<file path="src/rtl/mem_port_arbiter.sv">
// Arbiter sharing one single-port, 1-cycle-latency memory between instruction fetch (IF) and load/store (DM).
// Optional macro ARB_RR_EN: round-robin on contention; when undefined, DM has fixed priority over IF.
module mem_port_arbiter #(
    parameter int ADDR_W = 32,
    parameter int DATA_W = 32,
    parameter int CNT_W  = 16
) (
    input  logic              clk,
    input  logic              rst,

    input  logic              if_req,
    input  logic [ADDR_W-1:0] if_addr,
    output logic              if_gnt,
    output logic              if_rvalid,
    output logic [DATA_W-1:0] if_rdata,

    input  logic              dm_req,
    input  logic              dm_we,
    input  logic [ADDR_W-1:0] dm_addr,
    input  logic [DATA_W-1:0] dm_wdata,
    output logic              dm_gnt,
    output logic              dm_rvalid,
    output logic [DATA_W-1:0] dm_rdata,

    output logic              mem_en,
    output logic              mem_we,
    output logic [ADDR_W-1:0] mem_addr,
    output logic [DATA_W-1:0] mem_wdata,
    input  logic [DATA_W-1:0] mem_rdata,

    output logic [CNT_W-1:0]  contend_cnt
);

    typedef enum logic [1:0] {
        OWN_NONE = 2'd0,
        OWN_IF   = 2'd1,
        OWN_DM   = 2'd2
    } owner_t;

    localparam logic [CNT_W-1:0] CNT_ONE = {{(CNT_W-1){1'b0}}, 1'b1};

    owner_t           owner_q, owner_d;
    logic             store_q, store_d;
    logic [CNT_W-1:0] cnt_q, cnt_d;
    logic             contend;
    logic             grant_if, grant_dm;

    assign contend = if_req & dm_req;

`ifdef ARB_RR_EN
    // rr_dm_q = 1 means DM is preferred at the next contention, 0 means IF.
    logic rr_dm_q, rr_dm_d;

    always_comb begin
        grant_if = 1'b0;
        grant_dm = 1'b0;
        rr_dm_d  = rr_dm_q;
        if (contend) begin
            grant_dm = rr_dm_q;
            grant_if = ~rr_dm_q;
            rr_dm_d  = ~rr_dm_q;
        end else begin
            grant_if = if_req;
            grant_dm = dm_req;
        end
    end

    always_ff @(posedge clk) begin
        if (rst) begin
            rr_dm_q <= 1'b0;
        end else begin
            rr_dm_q <= rr_dm_d;
        end
    end
`else
    always_comb begin
        grant_dm = dm_req;
        grant_if = if_req & ~dm_req;
    end
`endif

    // No grant while reset is asserted, so nothing reaches the memory mid-reset.
    assign if_gnt = grant_if & ~rst;
    assign dm_gnt = grant_dm & ~rst;

    always_comb begin
        owner_d = OWN_NONE;
        store_d = 1'b0;
        cnt_d   = cnt_q;
        if (dm_gnt) begin
            owner_d = OWN_DM;
            store_d = dm_we;
        end else if (if_gnt) begin
            owner_d = OWN_IF;
        end
        if (contend && (cnt_q != {CNT_W{1'b1}})) begin
            cnt_d = cnt_q + CNT_ONE;
        end
    end

    always_ff @(posedge clk) begin
        if (rst) begin
            owner_q <= OWN_NONE;
            store_q <= 1'b0;
            cnt_q   <= '0;
        end else begin
            owner_q <= owner_d;
            store_q <= store_d;
            cnt_q   <= cnt_d;
        end
    end

    assign mem_en    = if_gnt | dm_gnt;
    assign mem_we    = dm_gnt & dm_we;
    assign mem_addr  = dm_gnt ? dm_addr : (if_gnt ? if_addr : '0);
    assign mem_wdata = mem_we ? dm_wdata : '0;

    // A response owed across a reset cycle is dropped rather than delivered.
    assign if_rvalid = ~rst & (owner_q == OWN_IF);
    assign dm_rvalid = ~rst & (owner_q == OWN_DM);
    assign if_rdata  = if_rvalid ? mem_rdata : '0;
    assign dm_rdata  = (dm_rvalid & ~store_q) ? mem_rdata : '0;

    assign contend_cnt = rst ? '0 : cnt_q;

endmodule

</file>
<file path="config.mk">
export PLATFORM = sky130hd
export DESIGN_NAME = mem_port_arbiter
export DESIGN_NICKNAME = d
export VERILOG_FILES = /design/src/rtl/mem_port_arbiter.sv
export SDC_FILE = /design/constraint.sdc
export NUM_CORES = 1
export LEC_CHECK = 0
export BUFFER_PORTS_ARGS = -buffer_cell sky130_fd_sc_hd__buf_2
export CAP_MARGIN = 20
export CORE_AREA = 2 2 109 111
export DETAILED_ROUTE_END_ITERATION = 6
export DIE_AREA = 0 0 111 113
export RECOVER_POWER = 50
export SLEW_MARGIN = 20
export SYNTH_ARGS = -nofsm -noshare
export SYNTH_HDL_FRONTEND = slang
export SYNTH_SLANG_ARGS = --single-unit
export TNS_END_PERCENT = 5
</file>
<file path="constraint.sdc">
create_clock -name clk -period 1.55 [get_ports clk]
set_input_delay 0.155 -clock clk [delete_from_list [all_inputs] [get_ports clk]]
set_output_delay 0.155 -clock clk [all_outputs]
set_load 0.01 [all_outputs]
</file>
==> results of run 1 <==
sequential cells by signal, summed over array words and instances, names as in the netlist:
signal / cells
cnt_q: 16
owner_q: 2
store_q: 1
tightest hold or removal path, stage by stage:
cell and delay (ns):
buf_2 0.10, buf_4 0.15, nor3b_1 0.07
cell type report:
cell class                 instances  area (sq um)
clock buffer                       3          75.1
clock inverter                     1          5.00
fill                            1165          7150
inverter                           2          7.51
multi-input combinational        226          1690
sequential                        19           395
tap                              143           179
timing repair buffer             322          1770
repair_timing:
action | 4_1_cts | 5_1_grt
resized for setup | 10 | 15
setup endpoints to repair | 45 | 79
pin swaps | 3 | 1
buffers inserted | 0 | 1
power by group through the flow:
stage               Sequential (mW)  Combinational [mW]  Clock (mW)
floorplan                     0.509               0.230           0
global placement              0.509               0.564           0
detailed placement            0.509               0.572           0
CTS                           0.500               0.578       0.542
global route                  0.499               0.625       0.562
finish                        0.499               0.572       0.533
Yosys cell counts (2+ instances only):
cell type  instances
and2_1            66
a22o_1            32
and3_1            32
dfxtp_1           19
clkbuf_1          18
nor2b_1           17
nor2_1            11
nand2_1            6
nor3_1             6
a21oi_1            4
nand3_1            4
nor3b_1            4
o21ai_0            4
a211oi_1           3
buf_1              3
buf_2              3
mux2_2             3
nand4_1            3
nor4_1             3
or2_2              3
or3_1              3
a31oi_1            2
inv_1              2
mux2_1             2
kinds of logic (layout without fill, tap and decap cells):
| family | count (synthesis) | after routing | share of synthesized area (%) |
|---|---|---|---|
| buf+inv | 28 | 328 | 5.84 |
| fa+ha+maj | 1 | 1 | 0.608 |
| flops | 19 | 19 | 18.5 |
| mux | 6 | 6 | 3.47 |
| simple gates | 169 | 169 | 52.1 |
| compound gates | 50 | 50 | 19.5 |
worst paths after layout:
check	slack [ns]	endpoint	startpoint	cells after the start
hold reg to reg	0.55	cnt_q[11]	cnt_q[11]	1
hold / removal	0.28	owner_q[0]	dm_req	3
setup / recovery	-0.09	cnt_q[9]	cnt_q[7]	4
setup reg to reg	-0.09	cnt_q[9]	cnt_q[7]	4
layer usage:
metal	global-route usage [%]	share of wire (%)	vias to the layer above
met5	0	0	-
met4	3.08	0.94	0
met3	1.55	7.2	8
met2	27.0	52	178
met1	17.3	39	1406
li1	-	-	1576
==> summary.txt, run 1 <==
Critical path
  – Critical Path RT: between 1.5 and 2 ns
  – Critical Path Sink Type: flop
  – CP Max Fanout: 5
  – Startpoint Class: flop
  – Slowest cell on the critical path: or4_4
  – Crit Path Class: reg -> reg
  – Crit path max-delay family: simple AND/OR/NAND/NOR gates
  – WP data arrival: roughly 1.8 ns
  – Worst path max stage delay: 0.59 ns
  – Number of buffers and inverters on the critical path: 1
  – CP cell instances: inv_1 > or4_4 > nor3b_2 > mux2_1

STA
  – Max Clock Skew: 0.00389 ns
  – Tmin final: 1.64 ns
  – Hold Slack: 0.277 ns
  – Slew @ Worst Pin: around 0.42 ns
  – Fin Setup TNS: -0.238 ns
  – Slew headroom: slightly above 70%
  – Hold Vio Cnt, Final: 0
  – Final worst slack: -0.0870 ns
  – Maximum clock frequency: 0.611 GHz
  – RSZ-0062 raised after global routing: yes
  – # setup viols final: 14
  – Final Cycle Share: 106%
  – Slew Limit Fails: 0

Placed design
  – DP Worst Slack: -0.163 ns
  – Inst Count DP: about 710
  – Placed cell area: between 3000 and 4000 sq um
  – Port-buffer cells: 282
  – Final GP Congestion: 0.849
  – Post-DP HPWL: between 8000 and 9000 um

CTS
  – Skew-Pair Late Insertion Delay: 0.25 ns
  – Clock root buffer: clkbuf_16
  – Hold Buf Count CTS: 0
  – Cts bufs inserted: 3
  – CTS clk-pin slew, worst paths: 0.06 ns
  – Worst-case clock buffer depth: 2
  – H-tree depth: 1
  – CTS tree: yes
  – CTS Sinks: 19

Route
  – DRT Pass-1 Iters: 6
  – # DRC: 0
  – ANT nets after route: 0
  – Via Count: 3,168
  – DR vias/cell: 4.42
  – Initial DRC Count: between 100 and 150
  – Routed wire length: approximately 10000 um
  – Drt wl/cell: 13.9 um

Cells and area
  – Synth-to-layout area growth: 101%
  – Share of cells above drive strength 1: 64.4%
  – Fin util: 36.6%
  – Commonest non-fill, non-tap cells in the layout: buf_2 (282), and2_1 (66), buf_4 (34)
  – Final Non-Filler Cells: slightly above 700
  – # nets final: a little over 700
  – Most common cell after layout, fill and taps aside: buf_2
  – Antenna cells: 0
  – Final instance area: about 4100 sq um

Pwr
  – Design Power: 1.60 mW
  – PwrDens: 389 nW/um^2
  – Max VDD drop: 0.000292 V
  – Clock Power Share: 33.2%
  – Switching power: 0.465 mW
  – Sw Share: 29.0%
  – Logic pwr share: 35.7%
  – Int Power: 1.14 mW
  – Pleak: about 2.5 nW
  – Reg power frac: 31.1%

Synthesis
  – Synth top area share: 20.1%
  – Post-synth EDFFs: 0
  – Async set-reset flop share out of synthesis: 0%
  – Mapped Cells: 273
  – Ys Warns: 0
  – Synth cell types: 44
  – Mean Syn Cell Area: 7.53 sq um
  – Yosys reg bits: 19
  – Dominant synthesized flop cell: dfxtp_1
  – Area contributors post-synth: and2_1 (20%), dfxtp_1 (18%), a22o_1 (14%)
  – Syn Nets: 407
  – Post-Syn Area: between 2000 and 2500 sq um
  – Register area share after synthesis: a little under a fifth
  – Largest area contributor in the netlist: and2_1

Floorplan
  – Die span in x: 111 um
  – Rows: 39
  – Die Footprint: 12,500 sq um
  – Die height: 113 um
  – I/O pin total: 283
  – Core area: 11,300 sq um
  – Starting Density: 18.2%

Global routing
  – Largest net degree at the start of global routing: 60
  – Global-route wire length before repair: 14,900 um
  – Gr usage total: between 10% and 20%
  – Initial antenna violation count: 0
  – Number of global-route vias before repair: 2,974
  – Total global routing overflow: 0

Outcome
  – Outcome: finished with violations
  – Failing checks: setup timing

Job
  – Max-Cap Viols: 0

Worst hold path
  – Hold Path Class: in -> reg
(Power assumes the default switching activity.)
==> run 2: changes to the inputs <==
CORE_AREA = 2 2 110 112   (was 2 2 109 111)
DIE_AREA = 0 0 112 114   (was 0 0 111 113)
GPL_TIMING_DRIVEN = 0   (was not set)
clock period = 1.8 ns   (was 1.55 ns; I/O delays follow)
==> summary.txt, run 2 (same netlist as run 1, synthesis figures left out) <==
Outcome
  – Outcome: completed

Critical path
  – Worst path max stage delay: 0.51 ns
  – Slowest cell on the critical path: or4_1
  – Crit Path Class: reg -> reg
  – CP cell instances: nand3_2 > or4_1 > buf_2 > nor3b_2 > mux2_1
  – Startpoint Class: flop
  – Critical Path RT: 1.94 ns
  – Critical Path Sink Type: flop
  – CP Max Fanout: 6
  – WP data arrival: 1.91 ns

STA
  – Maximum clock frequency: 0.565 GHz
  – # setup viols final: 0
  – Hold Vio Cnt, Final: 0
  – Tmin final: ~1.8 ns
  – Final Cycle Share: a little over nine tenths
  – Slew Limit Fails: 0
  – RSZ-0062 raised after global routing: yes
  – Slew @ Worst Pin: 0.550 ns
  – Max Clock Skew: 0.00826 ns
  – Slew headroom: 63.4%

CTS
  – Clock root buffer: clkbuf_16
  – Skew-Pair Late Insertion Delay: between 0.2 and 0.3 ns
  – Cts bufs inserted: 3
  – CTS clk-pin slew, worst paths: 0.06 ns
  – H-tree depth: 1
  – Worst-case clock buffer depth: 2
  – CTS Sinks: 19
  – CTS tree: yes
  – Hold Buf Count CTS: 0

Cells and area
  – Share of cells above drive strength 1: 56.9%
  – # nets final: just under 700
  – Max reg flops: 16
  – Layout filler cell count: 1,323
  – Final Non-Filler Cells: 706
  – Top reg by flops: cnt_q
  – Commonest non-fill, non-tap cells in the layout: buf_2 (272), and2_1 (66), and3_1 (32), a22o_1 (32), clkbuf_1 (22)
  – Most common cell after layout, fill and taps aside: buf_2
  – Regs by FF count: cnt_q (16), owner_q (2), store_q (1)
  – Antenna cells: 0
  – Synth-to-layout area growth: 85.7%

Floorplan
  – Die Footprint: 12,800 sq um
  – Core area: 11,700 sq um
  – Rows: 40
  – Die height: about 110 um
  – I/O pin total: approximately 280
  – Starting Density: ~18%
  – Die span in x: around 110 um

Pwr
  – Logic pwr share: 35.2%
  – Design Power: 1.40 mW
  – Clock Power Share: 34.0%
  – Pleak: about 2.3 nW
  – Reg power frac: 30.9%
  – Sw Share: 30.2%
  – Switching power: roughly 0.42 mW
  – Max VDD drop: about 0.00024 V
  – PwrDens: 366 nW/um^2
  – Int Power: roughly 0.98 mW

Route
  – Via Count: ~3,000
  – DRT Pass-1 Iters: 4
  – Initial DRC Count: 108
  – DR vias/cell: 4.36
  – ANT nets after route: 0
  – Routed wire length: 10,300 um
  – Drt wl/cell: 14.5 um
  – # DRC: 0

Global routing
  – Number of global-route vias before repair: 2,811
  – Gr usage total: 14.2%
  – Initial antenna violation count: 0
  – Largest net degree at the start of global routing: 13
  – Global-route wire length before repair: 14,600 um
  – Total global routing overflow: 0

Placed design
  – Post-DP HPWL: 9020 um
  – Port-buffer cells: 281
  – Inst Count DP: 701
  – Final GP Congestion: 0.815

Job
  – Max-Cap Viols: 0

Worst hold path
  – Hold Path Class: in -> reg
==> run 2: area by class of cell <==
cell class              count  area (sq um)  area share (%)
plain buffers              26           145            3.80
repair buffers            282          1400            36.6
well taps                 147           184            4.81
clock inverters             1          7.51           0.197
flip-flops and latches     19           389            10.2
clock buffers               3          75.1            1.97
inverters                   2          7.51           0.197
multi-input cells         226          1610            42.3
==> run 2: critical path, delay by kind of cell, from the launching register on <==
family                 cells  cell delay (ns)
AND/OR/NAND/NOR            3             0.77
flip-flops                 1             0.39
multiplexers               1             0.33
buffers and inverters      1             0.18
==> run 2: worst paths after layout <==
check / slack, ns / endpoint / cells past startpoint / start
worst min register to register: 0.51 / cnt_q[0] / 2 / cnt_q[0]
worst max-delay path: 0.03 / cnt_q[9] / 5 / cnt_q[2]
worst min-delay path: 0.21 / owner_q[0] / 2 / dm_req
worst max register to register: 0.03 / cnt_q[9] / 5 / cnt_q[2]
==> run 2: power by group through the flow <==
stage	clock [mW]	combinational (mW)	sequential [mW]
floorplan	0	0.198	0.438
global placement	0	0.481	0.438
detailed placement	0	0.482	0.439
CTS	0.489	0.494	0.430
global route	0.511	0.539	0.432
finish	0.475	0.492	0.431
==> run 2: metal layers <==
| layer | part of all wire (%) | wire (um) | global-route usage, % | vias up |
|---|---|---|---|---|
| met5 | 0 | 0 | 0 | - |
| met4 | 0.41 | 42 | 2.36 | 0 |
| met3 | 7.6 | 780 | 1.86 | 2 |
| met2 | 52 | 5360 | 26.7 | 151 |
| met1 | 40 | 4080 | 17.7 | 1371 |
| li1 | - | - | - | 1555 |
==> run 2: timing repair <==
action,4_1_cts,5_1_grt
pin swaps,1,0
resized for setup,25,21
buffers inserted,0,1
endpoints found under the setup margin,134,74
hold endpoints to repair,0,0
==> run 2: per-stage QoR <==
step	util (%)	setup TNS, ns	area (sq um)	hold slack [ns]	worst slack (ns)
finish	32.6	0	3820	0.212	0.0315
global route	32.6	-0.742	3820	0.235	-0.0788
CTS	32.4	0	3800	0.212	0.000847
detailed placement	31.1	-29.17	3650	0.452	-0.537
global placement	31.1	-30.83	3650	0.442	-0.502
floorplan	-	0	2060	0.345	0.119
